<file path="src/rtl/core_ctrl_pkg.sv">
// Shared definitions for the core pipeline controller: next-PC select
// encodings, the trap sequencer state type and default fetch vectors.
package core_ctrl_pkg;

    localparam logic [1:0] PCSEL_SEQ  = 2'd0;
    localparam logic [1:0] PCSEL_BR   = 2'd1;
    localparam logic [1:0] PCSEL_TRAP = 2'd2;

    localparam logic [31:0] RESET_VECTOR        = 32'h0000_0000;
    localparam logic [31:0] TRAP_VECTOR_DEFAULT = 32'h0000_0100;

    typedef enum logic [1:0] {
        ST_RUN      = 2'd0,
        ST_FLUSH    = 2'd1,
        ST_REDIRECT = 2'd2
    } ctrl_state_t;

endpackage

</file>
<file path="src/rtl/hazard_detect.sv">
// Load-use hazard compare: the instruction in ID reads a register that a
// load currently in EX has not yet produced. Register x0 never hazards.
module hazard_detect (
    input  logic [4:0] id_rs1,
    input  logic [4:0] id_rs2,
    input  logic       id_uses_rs1,
    input  logic       id_uses_rs2,
    input  logic [4:0] ex_rd,
    input  logic       ex_memtoreg,
    output logic       load_use
);

    logic rs1_hit;
    logic rs2_hit;

    // Match each live source operand against the pending load destination
    always_comb begin
        rs1_hit  = id_uses_rs1 && (id_rs1 == ex_rd);
        rs2_hit  = id_uses_rs2 && (id_rs2 == ex_rd);
        load_use = ex_memtoreg && (ex_rd != 5'd0) && (rs1_hit || rs2_hit);
    end

endmodule

</file>
<file path="src/rtl/pipe_hazard_ctrl.sv">
// Central pipeline controller: stall/flush generation for the pipeline
// registers, next-PC selection, and the trap flush/redirect sequencer.
module pipe_hazard_ctrl
    import core_ctrl_pkg::*;
#(
    parameter logic [31:0] TRAP_VECTOR  = TRAP_VECTOR_DEFAULT,
    parameter int unsigned FLUSH_CYCLES = 2
) (
    input  logic        clk,
    input  logic        reset_n,
    input  logic [4:0]  id_rs1,
    input  logic [4:0]  id_rs2,
    input  logic        id_uses_rs1,
    input  logic        id_uses_rs2,
    input  logic [4:0]  ex_rd,
    input  logic        ex_memtoreg,
    input  logic        ex_branch_taken,
    input  logic [31:0] ex_branch_target,
    input  logic        mem_invalid,
    input  logic [31:0] mem_pc_plus4,
    input  logic        mem_busy,
    output logic        pc_stall,
    output logic        ifid_stall,
    output logic        idex_stall,
    output logic        exmem_stall,
    output logic        ifid_flush,
    output logic        idex_flush,
    output logic        exmem_flush,
    output logic [1:0]  pc_sel,
    output logic [31:0] pc_target,
    output logic [31:0] epc,
    output logic [7:0]  trap_count,
    output logic        trap_active
);

    // The counter starts one below the flush length so that the state is
    // left on the cycle the counter reads zero.
    localparam logic [3:0] FLUSH_INIT = 4'(FLUSH_CYCLES - 1);

    ctrl_state_t state;
    logic [3:0]  flush_cnt;
    logic        load_use;
    logic        trap_take;

    hazard_detect u_hazard_detect (
        .id_rs1      (id_rs1),
        .id_rs2      (id_rs2),
        .id_uses_rs1 (id_uses_rs1),
        .id_uses_rs2 (id_uses_rs2),
        .ex_rd       (ex_rd),
        .ex_memtoreg (ex_memtoreg),
        .load_use    (load_use)
    );

    // A trap is only accepted once the memory stage is no longer busy
    assign trap_take   = (state == ST_RUN) && mem_invalid && !mem_busy;
    assign trap_active = (state != ST_RUN);

    // Same-cycle control decode: trap > busy > taken branch > load-use
    always_comb begin
        pc_stall    = 1'b0;
        ifid_stall  = 1'b0;
        idex_stall  = 1'b0;
        exmem_stall = 1'b0;
        ifid_flush  = 1'b0;
        idex_flush  = 1'b0;
        exmem_flush = 1'b0;
        pc_sel      = PCSEL_SEQ;
        pc_target   = 32'd0;
        case (state)
            ST_RUN: begin
                if (trap_take) begin
                    exmem_flush = 1'b1;
                    idex_flush  = 1'b1;
                    ifid_flush  = 1'b1;
                    pc_stall    = 1'b1;
                end else if (mem_busy) begin
                    pc_stall    = 1'b1;
                    ifid_stall  = 1'b1;
                    idex_stall  = 1'b1;
                    exmem_stall = 1'b1;
                end else if (ex_branch_taken) begin
                    pc_sel     = PCSEL_BR;
                    pc_target  = ex_branch_target;
                    ifid_flush = 1'b1;
                    idex_flush = 1'b1;
                end else if (load_use) begin
                    pc_stall   = 1'b1;
                    ifid_stall = 1'b1;
                    idex_flush = 1'b1;
                end
            end
            ST_FLUSH: begin
                exmem_flush = 1'b1;
                idex_flush  = 1'b1;
                ifid_flush  = 1'b1;
                pc_stall    = 1'b1;
            end
            ST_REDIRECT: begin
                pc_sel     = PCSEL_TRAP;
                pc_target  = TRAP_VECTOR;
                ifid_flush = 1'b1;
                idex_flush = 1'b1;
            end
            default: begin
            end
        endcase
    end

    // Trap sequencer: record EPC and count on entry, drain, then redirect
    always_ff @(posedge clk) begin
        if (!reset_n) begin
            state      <= ST_RUN;
            flush_cnt  <= 4'd0;
            epc        <= RESET_VECTOR;
            trap_count <= 8'd0;
        end else begin
            case (state)
                ST_RUN: begin
                    if (trap_take) begin
                        epc       <= mem_pc_plus4 - 32'd4;
                        flush_cnt <= FLUSH_INIT;
                        state     <= ST_FLUSH;
                        if (trap_count != 8'hFF) begin
                            trap_count <= trap_count + 8'd1;
                        end
                    end
                end
                ST_FLUSH: begin
                    if (flush_cnt == 4'd0) begin
                        state <= ST_REDIRECT;
                    end else begin
                        flush_cnt <= flush_cnt - 4'd1;
                    end
                end
                ST_REDIRECT: begin
                    state <= ST_RUN;
                end
                default: begin
                    state <= ST_RUN;
                end
            endcase
        end
    end

endmodule

</file>
<file path="config.mk">
export PLATFORM = sky130hd
export DESIGN_NAME = pipe_hazard_ctrl
export DESIGN_NICKNAME = d
export VERILOG_FILES = /design/src/rtl/core_ctrl_pkg.sv /design/src/rtl/hazard_detect.sv /design/src/rtl/pipe_hazard_ctrl.sv
export SDC_FILE = /design/constraint.sdc
export NUM_CORES = 1
export LEC_CHECK = 0
export CAP_MARGIN = 10
export CORE_UTILIZATION = 38
export DETAILED_ROUTE_END_ITERATION = 6
export PLACE_DENSITY = 0.93
export SLEW_MARGIN = 15
export SYNTH_ARGS = -nofsm -noshare
export SYNTH_HDL_FRONTEND = slang
export SYNTH_SLANG_ARGS = --single-unit
</file>
<file path="constraint.sdc">
create_clock -name clk -period 2.5 [get_ports clk]
set_clock_uncertainty 0.1 [all_clocks]
set_input_delay 0.5 -clock clk [delete_from_list [all_inputs] [get_ports clk]]
set_output_delay 0.5 -clock clk [all_outputs]
set_load 0.02 [all_outputs]
</file>
# --- Word-level counts from Yosys, hierarchy flattened ---
# Index checks and enable logic that the tools add are counted.
classes:
  n_addsub: 3
  mul: 0
  n_div: 0
  magnitude_cmp: 0
  eq_ne: 8
  shifts: 0
  mux: 34
  bitwise: 0
  n_reduce_logical: 18
op_table:
  columns: ["op", "n"]
  rows:
  - ["2-to-1 mux 32 bit", 3]
  - ["one-hot mux 32 bit (2 select lines)", 1]
  - ["subtractor 32 x 3 -> 32 bit (second input constant)", 1]
  - ["2-to-1 mux 1 bit", 19]
  - ["== test 5 bit", 2]
  - ["adder 8 x 1 -> 8 bit (second input constant)", 1]
  - ["2-to-1 mux 4 bit", 2]
  - ["!= test 8 bit (second input constant)", 1]
  - ["one-hot mux 1 bit (2 select lines)", 4]
  - ["one-hot mux 2 bit (2 select lines)", 2]
  - ["one-hot mux 4 bit (2 select lines)", 1]
  - ["logical AND 1 bit", 6]
  - ["!= test 2 bit (second input constant)", 3]
  - ["AND reduction 3 bit", 2]
  - ["nonzero test 5 bit", 1]
  - ["zero test 4 bit", 1]
  - ["2-to-1 mux 2 bit", 2]
  - ["AND reduction 2 bit", 2]
  - ["nonzero test 2 bit", 2]
  - ["subtractor 4 x 1 -> 4 bit (second input constant)", 1]
  - ["== test 2 x 1 -> 1 bit (second input constant)", 1]
  - ["== test 2 bit (second input constant)", 1]
  - ["zero test 2 bit", 1]
  - ["OR reduction 2 bit", 1]
  - ["2 further kinds", 2]
word_totals:
  register_bits: 46
  latch_bits: 0
  mem_bits_rw: 0
  rom_bits: 0
  in_bits: 87
  mem_count: 0

# --- Longest topological paths before layout ---
# Gate-level depths: netlist (run 1).
depth:
  ltp_word: 9
  mapped_depth: 9
  mapped_depth_nobuf: 7

# --- Modules after synthesis ---
# Synthesis (run 1) repeated with hierarchy kept, for this count alone.
hier_totals:
  hier_cells: 356
  area_unflattened_um2: 2940.3
by_module_without_submodules:
  columns: ["mod", "n_inst", "cells_per_inst", "area_per_inst_um2", "seq_area_each_um2"]
  rows:
  - ["pipe_hazard_ctrl", 1, 339, 2806.4, 920.9]
  - ["hazard_detect", 1, 17, 133.9, 0.0]

# --- Worst setup path before layout (run 1) ---
# Ideal clock, no wire load.
synth_path:
  path_type: "flip-flop to output port"
  startpoint: "reg state[0]"
  endpoint: "out pc_target[17]"
  t_arrival_ps: 1844
  required_time_ps: 1900
  path_slack_ps: 56
  path_stages_with_launch: 8
  path_cell_list: "dfxtp_1 -> inv_1 -> ha_1 -> clkbuf_1 -> nand2b_1 -> nor3_1 -> clkbuf_1 -> and2_1"
synth_via:
  elab_chain_cells: 5
  word_cells_on_any_way: 6
  cone_classes: "eq/ne (1); mux (2); reduce/logical (3)"
synth_rtl:
  columns: ["item", "line", "text"]
  rows:
  - ["start, declared", "pipe_hazard_ctrl.sv:40", "ctrl_state_t state;"]
  - ["start signal, assigned", "pipe_hazard_ctrl.sv:113", "state <= ST_RUN;"]
  - ["start signal, assigned", "pipe_hazard_ctrl.sv:123", "state <= ST_FLUSH;"]
  - ["start signal, assigned", "pipe_hazard_ctrl.sv:131", "state <= ST_REDIRECT;"]
  - ["zero test 2 bit", "pipe_hazard_ctrl.sv:56, pipe_hazard_ctrl.sv:70", null]
  - ["logical AND 1 bit (2 in a row)", "pipe_hazard_ctrl.sv:56", "assign trap_take = (state == ST_RUN) && mem_invalid && !mem_busy;"]
  - ["2-to-1 mux 32 bit", "pipe_hazard_ctrl.sv:72", "if (trap_take) begin"]
  - ["one-hot mux 32 bit (2 select lines) *", "pipe_hazard_ctrl.sv:70", "case (state)"]
  - ["end, declared", "pipe_hazard_ctrl.sv:30", "output logic [31:0] pc_target,"]
# Mark *: on every way between the ends. The rest lies on a longest branch, timed or not.

# --- Worst setup path in the final report (run 1) ---
layout_path:
  startpoint: "in ex_rd[1]"
  endpoint: "out idex_flush"
layout_via:
  elab_chain_cells: 9
  word_cells_on_any_way: 13
  cone_classes: "eq/ne (2); mux (5); reduce/logical (6)"
layout_rtl:
  columns: ["item", "line", "text"]
  rows:
  - ["start, declared", "pipe_hazard_ctrl.sv:15", "input logic [4:0] ex_rd,"]
  - ["== test 5 bit (on tied branches)", "hazard_detect.sv:18, hazard_detect.sv:19", null]
  - ["logical AND 1 bit (on tied branches)", "hazard_detect.sv:18, hazard_detect.sv:19", null]
  - ["logical OR 1 bit", "hazard_detect.sv:20", "load_use = ex_memtoreg && (ex_rd != 5'd0) && (rs1_hit || rs2_hit);"]
  - ["logical AND 1 bit *", "hazard_detect.sv:20", null]
  - ["2-to-1 mux 1 bit *", "pipe_hazard_ctrl.sv:87", "end else if (load_use) begin"]
  - ["2-to-1 mux 1 bit *", "pipe_hazard_ctrl.sv:82", "end else if (ex_branch_taken) begin"]
  - ["2-to-1 mux 1 bit *", "pipe_hazard_ctrl.sv:77", "end else if (mem_busy) begin"]
  - ["2-to-1 mux 1 bit *", "pipe_hazard_ctrl.sv:72", null]
  - ["one-hot mux 1 bit (2 select lines) *", "pipe_hazard_ctrl.sv:70", null]
  - ["end, declared", "pipe_hazard_ctrl.sv:27", "output logic idex_flush,"]
# Marked as above.

==> metrics, run 1 <==
cell row count 30; deepest clock path buffer count 2; initial antenna violation count 0; arrival time reported for the critical path endpoint 1.91 ns; post-synthesis async set-or-reset flop share 0%; fin nets 642; Leak Pwr 2.05 nW; Gate Count Post-Synth 338; outcome complete, but fails checks; clock-pin slew of the registers on the worst-case setup and hold paths 0.09 ns; worst-case reg-to-reg path depth 9; largest cells by area after synthesis sky130_fd_sc_hd__dfxtp_1 (33%), sky130_fd_sc_hd__and2_1 (7.5%), sky130_fd_sc_hd__xnor2_1 (6.6%); Syn-to-layout area delta 84.5%; Clock Sink Count 46; Congestion Overflow GR 0; setup slack on the worst flop-to-flop path 0.10 ns; clock latency reported for the late side of the worst-skew pair 0.29 ns; category of the worst setup path capture point output port; post-layout util 73.9%; CTS tree done; primary flip-flop cell chosen by synthesis mapping sky130_fd_sc_hd__dfxtp_1; library cells used by synthesis 49; net load switching power 0.000985 W; post-route DRC violation count 0; worst-margin pin slew 0.767 ns; Commonest cells post-synth sky130_fd_sc_hd__dfxtp_1 (46), sky130_fd_sc_hd__nor2_1 (38), sky130_fd_sc_hd__and2_1 (33), sky130_fd_sc_hd__o21ai_0 (25), sky130_fd_sc_hd__xnor2_1 (21); Max Slew Vio Count 0; part of the power in registers 33.0%; area fraction of the dominant cell type after synthesis 33.3%; total routing usage reported by global routing 26.9%; worst hold slack 0.408 ns; combinational share of power 46.8%; Top Ports 169; slowest library cell on the worst path sky130_fd_sc_hd__or4_1; end point of the worst hold path epc[18]$_SDFFE_PN0P_; placed cell areas 4840 um^2; cell with the most instances after synthesis sky130_fd_sc_hd__dfxtp_1; shortest clock period the worst path allows after layout 2.51 ns; Min-Delay Path Depth 2; total core area 6910 um^2; number of global-route vias before repair 3343; quantity of hold-fixing buffers added after cts 0; cell accounting for the most synthesized area sky130_fd_sc_hd__dfxtp_1; part of the total power dissipated in the clock network 20.3%; switching portion of total power 36.1%; antenna viol nets, final 0; Die Ht 87.4 um; clk root buf sky130_fd_sc_hd__clkbuf_8; number of I/O port buffers 168; Final setup viols 1; clock buffer count from CTS 5; number of vias per cell after detailed routing 5.36; layout cell share with drive strength beyond 1 21.5%; type of the worst setup path input port to output port; Die Outline Area 7630 um^2; Iteration-0 DRC Markers 170; worst hold path class flop to flop; Net Count, Synth 433; worst flop-to-flop path startpoint state[0]$_SDFFE_PN0P_; endpoints failing hold 0; violated checks setup timing; worst-path cell chain clkdlybuf4s15_1 -> or4_1 -> o21a_1 -> a31o_2 -> buf_2; timing-limited maximum frequency 399 MHz; total of max-cap violations 0; Avg Inst Size Synth 8.19 um^2; Die Span X 87.4 um; Detail Placement HPWL 8350 um; cell area after synthesis 2770 um^2; critical path data required time 1.90 ns; starting utilization of the core area 40.1%; max incr delay on CP 0.52 ns; count of yosys warnings during synthesis 0; H-tree depth 2; Yosys reg bits 46; total wirelength of the detailed-routed design 11500 um; Filler Cell Count 473; first drt pass iteration count 4; worst setup slack after layout -0.00807 ns; final estimated routing congestion in global placement 0.856; peak supply drop 0.000311 V; Worst Path Max Fanout 2; Internal 0.00174 W; worst-case headroom to the max-slew limit 48.8%; Worst Hold Launch epc[18]$_SDFFE_PN0P_; largest net degree at the start of global routing 64; portion of the clock cycle consumed by the worst path in the final layout 100%; Post-synth EDFFs 0; post-route cell area 5110 um^2; antenna cell count 0; global-route wire length before repair 15700 um; via total after detailed routing 3452; type of element launching the critical path input port; Worst R2R End trap_count[7]$_SDFFE_PN0P_; wire length per cell 17.9 um; P per Cell Area 534 nW/um^2; post-synthesis sequential area ratio 33.3%
cells by family after synthesis:
group / Yosys count / synth area share [%]
xor+xnor: 37 / 11.7
mux: 1 / 0.362
fa+ha+maj: 8 / 3.62
flops: 46 / 33.3
simple gates: 139 / 29.1
compound gates: 78 / 17.2
buf+inv: 29 / 4.70
per-stage QoR:
stage / worst slack [ns] / total power, W / TNS (ns) / cells
final: -0.00807 / 0.00273 / -0.00807 / 644
after global routing: -0.0649 / 0.00287 / -0.899 / 644
after CTS: -0.0367 / 0.00267 / -0.292 / 641
after detailed placement: -0.672 / 0.00214 / -17.77 / 632
after global placement: -0.665 / 0.00210 / -15.00 / 632
after floorplan: 0.0558 / 0.00150 / 0 / 338
sequential cells by signal, indices dropped and copies added, names as in the netlist:
name / flops
flush_cnt: 4
epc: 32
state: 2
trap_count: 8
per-layer routing:
| layer | global-route usage, % | part of all wire (%) | up-vias |
|---|---|---|---|
| met4 | 13.3 | 5.8 | 0 |
| met3 | 7.11 | 8.4 | 56 |
| li1 | - | - | 1599 |
| met2 | 54.1 | 53 | 171 |
| met1 | 24.4 | 33 | 1626 |
| met5 | 0 | 0 | - |
worst max-delay path: cells and delay by family:
| family | cells | cell delay (ns) |
|---|---|---|
| compound gates | 2 | 0.53 |
| simple gates | 1 | 0.52 |
| buf+inv | 2 | 0.36 |
power by group through the flow:
| stage | clock network [W] | logic (W) | registers [W] |
|---|---|---|---|
| 2_1_floorplan | 0 | 0.000510 | 0.000992 |
| 3_3_place_gp | 0 | 0.00119 | 0.000908 |
| 3_5_place_dp | 0 | 0.00123 | 0.000912 |
| 4_1_cts | 0.000569 | 0.00121 | 0.000896 |
| 5_1_grt | 0.000607 | 0.00136 | 0.000912 |
| 6_report | 0.000553 | 0.00127 | 0.000899 |
cell usage in the layout (no fill, tap or decap), types with 3 or more instances in the layout:
| cell | instances |
|---|---|
| sky130_fd_sc_hd__buf_2 | 6 |
| sky130_fd_sc_hd__clkdlybuf4s50_1 | 115 |
| sky130_fd_sc_hd__a211oi_1 | 10 |
| sky130_fd_sc_hd__and2_1 | 33 |
| sky130_fd_sc_hd__clkdlybuf4s15_1 | 3 |
| sky130_fd_sc_hd__dlymetal6s2s_1 | 10 |
| sky130_fd_sc_hd__or3_1 | 5 |
| sky130_fd_sc_hd__nand4_1 | 7 |
| sky130_fd_sc_hd__o31ai_1 | 4 |
| sky130_fd_sc_hd__nand2_1 | 16 |
| sky130_fd_sc_hd__buf_6 | 7 |
| sky130_fd_sc_hd__dfxtp_1 | 46 |
| sky130_fd_sc_hd__ha_1 | 7 |
| sky130_fd_sc_hd__clkbuf_8 | 6 |
| sky130_fd_sc_hd__nor3_1 | 10 |
| sky130_fd_sc_hd__xnor2_1 | 19 |
| sky130_fd_sc_hd__xor2_1 | 16 |
| sky130_fd_sc_hd__a31oi_1 | 7 |
| sky130_fd_sc_hd__o21ai_0 | 25 |
| sky130_fd_sc_hd__nand3b_1 | 3 |
| sky130_fd_sc_hd__or4_1 | 4 |
| sky130_fd_sc_hd__buf_4 | 48 |
| sky130_fd_sc_hd__a21oi_1 | 16 |
| sky130_fd_sc_hd__nor2_1 | 37 |
| sky130_fd_sc_hd__a311oi_1 | 3 |
| sky130_fd_sc_hd__inv_1 | 11 |
| sky130_fd_sc_hd__nand3_1 | 3 |
| sky130_fd_sc_hd__dlygate4sd2_1 | 5 |
| sky130_fd_sc_hd__clkdlybuf4s15_2 | 24 |
area by class of cell:
type                    count  area (um^2)  area share (%)
clock inverters             2         37.5           0.735
flip-flops and latches     46          921            18.0
inverters                  12         45.0           0.882
clock buffers               6         72.6            1.42
multi-input cells         263         1810            35.4
repair buffers            219         2100            41.2
well taps                  96          120            2.35
worst max-delay path by stage:
stage | slack, ns | start | end
floorplan | 0.06 | state[0]$_SDFFE_PN0P_ | pc_target[17]
global placement | -0.66 | ex_rd[1] | pc_stall
detailed placement | -0.67 | ex_rd[1] | pc_stall
CTS | -0.04 | ex_branch_taken | pc_target[15]
global route | -0.06 | state[1]$_SDFFE_PN0P_ | pc_target[1]
finish | -0.008 | ex_rd[1] | idex_flush
what timing repair did:
action | CTS | global route
setup endpoints to repair | 39 | 41
gates resized for setup | 127 | 29
cloned | 0 | 1
buffers inserted | 1 | 2
pin swaps | 6 | 11
Note: power is estimated with default switching activity, not from simulation.
==> run 2: changes to the inputs <==
--- a/config.mk
+++ b/config.mk
@@ -9,6 +9,8 @@
 export CORE_UTILIZATION = 38
 export DETAILED_ROUTE_END_ITERATION = 6
 export PLACE_DENSITY = 0.93
+export REMOVE_ABC_BUFFERS = 1
+export SKIP_LAST_GASP = 1
 export SLEW_MARGIN = 15
 export SYNTH_ARGS = -nofsm -noshare
 export SYNTH_HDL_FRONTEND = slang
==> run 2 against run 1 <==
The flow now finishes without violations. Hold slack lost 0.035 ns. Register-to-register slack gained 0.14 ns. Critical endpoint is now pc_stall. Final area shrank 3.9%. Maximum frequency grew 3.1%. First-iteration DRC count shrank 61%. Power shrank 4.0%. Critical path type unchanged. Wire length shrank 8.5%. Count of clock-buffer cells in the layout shrank 1. Flip-flop and latch count is the same.
==> metrics, run 2 (same netlist as run 1, synthesis figures left out) <==
critical path data required time 1.90 ns (about the same); outcome complete, no violations; fin nets 638 (-0.62%); max incr delay on CP 0.58 ns (+0.06 ns); antenna cell count 0 (unchanged); Detail Placement HPWL 7950 um (-4.8%); number of I/O port buffers 168 (unchanged); Min-Delay Path Depth 2 (unchanged); Die Span X 87.4 um (unchanged); number of stages on the worst setup path 6 (+1); first drt pass iteration count 4 (unchanged); worst hold path class flop to flop; register with the most flip-flops epc; worst-margin pin slew 0.701 ns (-0.0664 ns); worst flop-to-flop path startpoint state[1]$_SDFFE_PN0P_; met2 wire length 5390 um (-11%); quantity of hold-fixing buffers added after cts 0 (unchanged); deepest clock path buffer count 2 (unchanged); routed wl met3 882 um (-9.1%); Die Outline Area 7630 um^2 (unchanged); initial antenna violation count 0 (unchanged); Final setup viols 0 (-1); clock-pin slew of the registers on the worst-case setup and hold paths 0.09 ns (about the same); clock latency reported for the late side of the worst-skew pair 0.30 ns (about the same); wire length per cell 16.4 um (-7.9%); end point of the worst hold path epc[1]$_SDFFE_PN0P_; antenna viol nets, final 0 (unchanged); Buf+Inv Stages, Crit Path 2 (unchanged); portion of the clock cycle consumed by the worst path in the final layout 97.3% (-3.1 points); timing-limited maximum frequency 411 MHz (+3.1%); most common cell after layout, fill and taps aside sky130_fd_sc_hd__clkdlybuf4s50_1; worst-path cell chain buf_4 -> or4_4 -> o21a_1 -> a31oi_1 -> a21oi_1 -> buf_4; Die Ht 87.4 um (unchanged); Max Slew Vio Count 0 (unchanged); shortest clock period the worst path allows after layout 2.43 ns (-0.0763 ns); post-route cell area 4910 um^2 (-3.9%); number of flip-flops under the largest register name 32 (unchanged); peak supply drop 0.000332 V (+6.7%); Top Ports 169 (unchanged); CTS tree done; slowest library cell on the worst path sky130_fd_sc_hd__or4_4; setup slack on the worst flop-to-flop path 0.24 ns (+0.14 ns); start point of the critical path ex_rd[3]; Clock Sink Count 46 (unchanged); total core area 6910 um^2 (unchanged); type of element launching the critical path input port; clock buffer count from CTS 5 (unchanged); Syn-to-layout area delta 77.2%; commonest cells after routing, fill and taps aside sky130_fd_sc_hd__clkdlybuf4s50_1 (109), sky130_fd_sc_hd__buf_4 (47), sky130_fd_sc_hd__dfxtp_1 (45), sky130_fd_sc_hd__nor2_1 (36), sky130_fd_sc_hd__buf_2 (34); starting utilization of the core area 40.1% (unchanged); worst-case reg-to-reg path depth 10 (+1); type of the worst setup path input port to output port; RSZ-0062 raised after global routing no; total of max-cap violations 0 (unchanged); total wirelength of the detailed-routed design 10500 um (-8.5%); largest registers epc (32), trap_count (8), flush_cnt (4); global-route wire length before repair 15600 um (-0.97%); Worst Path Max Fanout 3 (+1); Worst R2R End trap_count[2]$_SDFFE_PN0P_; category of the worst setup path capture point output port; Top Metal Used met4; final estimated routing congestion in global placement 0.884 (+3.2%); H-tree depth 2 (unchanged); cell row count 30 (unchanged); endpoints failing hold 0 (unchanged); post-route DRC violation count 0 (unchanged); number of vias per cell after detailed routing 5.16 (-3.7%); total routing usage reported by global routing 27.1% (+0.16 points); via total after detailed routing 3305 (-4.3%); clk root buf sky130_fd_sc_hd__clkbuf_8; number of global-route vias before repair 3206 (-4.1%); Leak Pwr 2.09 nW (+2.1%); post-layout util 71.0% (-2.9 points); cell type with the highest occurrence count on the critical path sky130_fd_sc_hd__buf_4; worst-case headroom to the max-slew limit 53.2% (+4.4 points); routed length on met1 3570 um (-5.8%); layout cell share with drive strength beyond 1 22.6% (+1.1 points); Congestion Overflow GR 0 (unchanged); largest net degree at the start of global routing 64 (unchanged); Worst Hold Launch epc[1]$_SDFFE_PN0P_; P per Cell Area 534 nW/um^2 (about the same); arrival time reported for the critical path endpoint 1.83 ns (-0.08 ns); Iteration-0 DRC Markers 67 (-61%); family of cells with the greatest summed delay on the critical path simple AND/OR/NAND/NOR gates; placed cell areas 4820 um^2 (-0.36%)
## run 2: cell types whose count changed in the layout (fill, tap and decap cells not counted), moves of 5 or more
cell and change:
sky130_fd_sc_hd__clkdlybuf4s15_2 -24, sky130_fd_sc_hd__buf_2 +28, sky130_fd_sc_hd__dlymetal6s2s_1 +5, sky130_fd_sc_hd__clkdlybuf4s50_1 -6, sky130_fd_sc_hd__buf_6 -6
## run 2: per-stage QoR
| step | setup slack (ns) | power, W | setup TNS (ns) | hold WS [ns] | instances |
|---|---|---|---|---|---|
| after global placement | -0.695 | 0.00209 | -18.99 | 0.343 | 627 |
| after CTS | -0.138 | 0.00260 | -1.74 | 0.376 | 637 |
| after floorplan | -0.717 | 0.00148 | -26.28 | 0.372 | 321 |
| after detailed placement | -0.712 | 0.00214 | -21.74 | 0.363 | 627 |
| after global routing | 0.00326 | 0.00278 | 0 | 0.398 | 640 |
| final | 0.0683 | 0.00262 | 0 | 0.373 | 640 |
## run 2: timing repair
action,4_1_cts,5_1_grt
buffers inserted,1,3
gates resized for setup,147,61
pin swaps,7,22
gates cloned,1,0
endpoints found under the setup margin,39,51
## run 2: worst max path at each step
| stage | endpoint | slack (ns) |
|---|---|---|
| floorplan | pc_target[0] | -0.72 |
| global placement | ifid_stall | -0.70 |
| finish | pc_stall | 0.07 |
| detailed placement | ifid_stall | -0.71 |
| CTS | pc_target[26] | -0.14 |
| global route | pc_stall | 0.003 |
## run 2: report_power, final
part / switching [W] / internal [W]
clock: 0.000272 / 0.000202
combinational: 0.000641 / 0.000599
sequential: 0.0000691 / 0.000835
## run 2: worst register-to-register path: cells and delay by family (launching register included)
kind / cells / cell delay, ns
buffers and inverters: 4 / 0.73
xor gates and xnor gates: 1 / 0.15
AOI/OAI and AO/OA: 1 / 0.20
DFF: 1 / 0.35
and+or+nand+nor: 3 / 0.44
adders and majority gates: 1 / 0.17
## run 2: final cells by class
cell class,count,area [um^2]
multi-input combinational,263,1810
inverter,12,45.0
fill,547,2000
timing repair buffer,215,1920
clock inverter,3,25.0
tap,96,120
sequential,46,922
clock buffer,5,68.8
## run 2: layer usage
metal	global-route usage, %	up-vias
met5	0	-
met2	49.6	136
met1	24.8	1531
met3	9.76	42
met4	18.6	0
li1	-	1596
==> run 3: changes to the inputs <==
--- a/config.mk
+++ b/config.mk
@@ -6,9 +6,10 @@
 export NUM_CORES = 1
 export LEC_CHECK = 0
 export CAP_MARGIN = 10
-export CORE_UTILIZATION = 38
+export CORE_UTILIZATION = 41
+export CTS_CLUSTER_SIZE = 40
 export DETAILED_ROUTE_END_ITERATION = 6
-export PLACE_DENSITY = 0.93
+export PLACE_DENSITY = 0.95
 export REMOVE_ABC_BUFFERS = 1
 export SKIP_LAST_GASP = 1
 export SLEW_MARGIN = 15
==> constraint.sdc (replaced) <==
create_clock -name clk -period 3.15 [get_ports clk]
set_clock_uncertainty 0.1 [all_clocks]
set_input_delay 0.63 -clock clk [delete_from_list [all_inputs] [get_ports clk]]
set_output_delay 0.63 -clock clk [all_outputs]
set_load 0.02 [all_outputs]
==> run 3 against run 2 <==
Die area fell by 7.1%. Worst setup slack lost 0.090 ns. Critical path depth did not move. Final area shrank 5.4%. First-iteration DRC count grew 120%. Power fell by 24%. The flow now finishes with violations (DRC, setup timing). Critical endpoint unchanged. Sequential power shrank 21%. Count of clock-buffer cells in the layout rose by 1. Utilization up 1.2 points. Global-route usage decreased by 0.26 points. Non-clock buffer count is 34 lower. Register-to-register slack gained 0.38 ns.
==> metrics, run 3 (same netlist as run 1, synthesis figures left out) <==
fin nets 604 (-5.3%); timing-limited maximum frequency 315 MHz; largest registers epc (32), trap_count (8), flush_cnt (4); Filler Cell Count 493 (-9.9%); antenna viol nets, final 0 (unchanged); shortest clock period the worst path allows after layout 3.17 ns; global-route wire length before repair 15000 um (-3.9%); first drt pass iteration count 6 (+2); Top Ports 169 (unchanged); final cell count without fillers 587 (-8.3%); Die Outline Area 7090 um^2 (-7.1%); Placement Setup Slack -0.411 ns (+0.300 ns); Worst Path Max Fanout 3 (unchanged); critical path data required time 2.42 ns (+0.52 ns); clk root buf sky130_fd_sc_hd__clkbuf_8; clock latency reported for the late side of the worst-skew pair 0.30 ns (about the same); post-route DRC violation count 30 (+30); Syn-to-layout area delta 67.6%; P per Cell Area 428 nW/um^2 (-20%); Max Slew Vio Count 0 (unchanged); worst flop-to-flop path startpoint state[0]$_SDFFE_PN0P_; number of flip-flops under the largest register name 32 (unchanged); cell row count 29 (-3.3%); starting utilization of the core area 43.1% (+3.0 points); CTS tree done; register with the most flip-flops epc; start point of the critical path ex_rd[2]; number of global-route vias before repair 3091 (-3.6%); worst-margin pin slew 0.721 ns (+0.0201 ns); initial antenna violation count 0 (unchanged); arrival time reported for the critical path endpoint 2.44 ns (+0.61 ns); via total after detailed routing 3130 (-5.3%); multi-input logic area 1740 um^2 (-3.7%); H-tree depth 2 (unchanged); Power, Total 0.00199 W (-24%); Die Span X 84.2 um (-3.6%); final estimated routing congestion in global placement 0.937 (+6.0%); Final setup viols 1 (+1); most common cell after layout, fill and taps aside sky130_fd_sc_hd__clkdlybuf4s50_1; clock buffer count from CTS 5 (unchanged); number of I/O port buffers 168 (unchanged); layout cell share with drive strength beyond 1 8.82% (-14 points); worst-case headroom to the max-slew limit 51.9% (-1.3 points); total wirelength of the detailed-routed design 9600 um (-8.8%); outcome complete, but fails checks; Fin Setup TNS -0.0222 ns (-0.0222 ns); Worst R2R End trap_count[7]$_SDFFE_PN0P_; placed cell count 579 (-7.7%); Detail Placement HPWL 7590 um (-4.6%); Die Ht 84.2 um (-3.6%); area taken by flip-flops and latches 921 um^2 (-0.14%); total core area 6420 um^2 (-7.0%); total routing usage reported by global routing 26.8% (-0.26 points); setup slack on the worst flop-to-flop path 0.62 ns (+0.38 ns); violated checks DRC, setup timing; Leak Pwr 1.87 nW (-11%); RSZ-0062 raised after global routing yes; total of max-cap violations 0 (unchanged); number of vias per cell after detailed routing 5.33 (+3.3%); post-layout util 72.3% (+1.2 points); Iteration-0 DRC Markers 148 (+120%); type of the worst setup path input port to output port; antenna cell count 0 (unchanged); type of element launching the critical path input port; end point of the critical path pc_stall; largest net degree at the start of global routing 64 (unchanged); worst-case reg-to-reg path depth 8 (-2); peak supply drop 0.000270 V (-19%); endpoints failing hold 0 (unchanged); portion of the clock cycle consumed by the worst path in the final layout 101%; worst hold path class flop to flop; clock-pin slew of the registers on the worst-case setup and hold paths 0.09 ns (about the same); Clock Sink Count 46 (unchanged); category of the worst setup path capture point output port; Congestion Overflow GR 0 (unchanged); commonest cells after routing, fill and taps aside sky130_fd_sc_hd__clkdlybuf4s50_1 (131), sky130_fd_sc_hd__dfxtp_1 (46), sky130_fd_sc_hd__nor2_1 (38), sky130_fd_sc_hd__and2_1 (33), sky130_fd_sc_hd__o21ai_0 (25); worst setup slack after layout -0.0222 ns (-0.0904 ns); deepest clock path buffer count 2 (unchanged); wire length per cell 16.3 um (-0.58%)
## run 3: cell count changes in the layout (fill, tap and decap cells not counted), sizes merged
cell / change
inv: -1
clkdlybuf4s15: +2
clkinv: +1
dlygate4sd2: +22
buf: -66
dlymetal6s2s: -10
clkinvlp: -1
clkbuf: -3
clkdlybuf4s50: +22
## run 3: critical path, cell delays in order
cell                              delay [ns]
sky130_fd_sc_hd__clkdlybuf4s50_1        0.46
sky130_fd_sc_hd__or4_1                  0.53
sky130_fd_sc_hd__o21a_1                 0.25
sky130_fd_sc_hd__a31oi_2                0.17
sky130_fd_sc_hd__a21oi_1                0.12
sky130_fd_sc_hd__clkdlybuf4s15_2        0.27
## run 3: report_power, final
| part | total, W | switching (W) | internal [W] |
|---|---|---|---|
| combinational | 0.000910 | 0.000473 | 0.000438 |
| sequential | 0.000716 | 0.0000547 | 0.000661 |
| clock | 0.000360 | 0.000203 | 0.000157 |
## run 3: how the worst min path moves through the flow
stage / start / to / slack [ns] / cells past startpoint
2_1_floorplan: flush_cnt[0]$_SDFFE_PN0P_ / flush_cnt[0]$_SDFFE_PN0P_ / 0.37 / 1
3_3_place_gp: epc[0]$_SDFFE_PN0P_ / epc[0]$_SDFFE_PN0P_ / 0.35 / 2
3_5_place_dp: epc[1]$_SDFFE_PN0P_ / epc[1]$_SDFFE_PN0P_ / 0.35 / 2
4_1_cts: epc[1]$_SDFFE_PN0P_ / epc[1]$_SDFFE_PN0P_ / 0.36 / 2
5_1_grt: epc[1]$_SDFFE_PN0P_ / epc[1]$_SDFFE_PN0P_ / 0.40 / 2
6_report: epc[1]$_SDFFE_PN0P_ / epc[1]$_SDFFE_PN0P_ / 0.36 / 2
## run 3: per-layer routing
metal | share of wire [%] | track usage (%) | up-vias
met5 | 0 | 0 | -
met1 | 35 | 26.7 | 1421
met2 | 51 | 49.9 | 146
met4 | 5.3 | 15.2 | 0
met3 | 8.8 | 7.67 | 33
li1 | - | - | 1530
## run 3: timing repair
action	CTS	global route
pin swaps	0	2
hold buffers	0	0
endpoints found under the hold margin	0	0
setup buffers	0	0
setup endpoints to repair	26	8
resized for setup	32	8
## run 3: area by class of cell
type	instances	share of cell area [%]
clock buffers	6	1.56
clock inverters	2	0.296
inverters	12	0.970
multi-input cells	263	37.5
flip-flops and latches	46	19.8
well taps	77	2.08
repair buffers	181	37.8
## run 3: metrics by stage
| step | cell area (um^2) | hold WS (ns) |
|---|---|---|
| after CTS | 4620 | 0.362 |
| after floorplan | 2680 | 0.372 |
| final | 4640 | 0.358 |
| after global routing | 4640 | 0.400 |
| after global placement | 4550 | 0.351 |
| after detailed placement | 4550 | 0.349 |
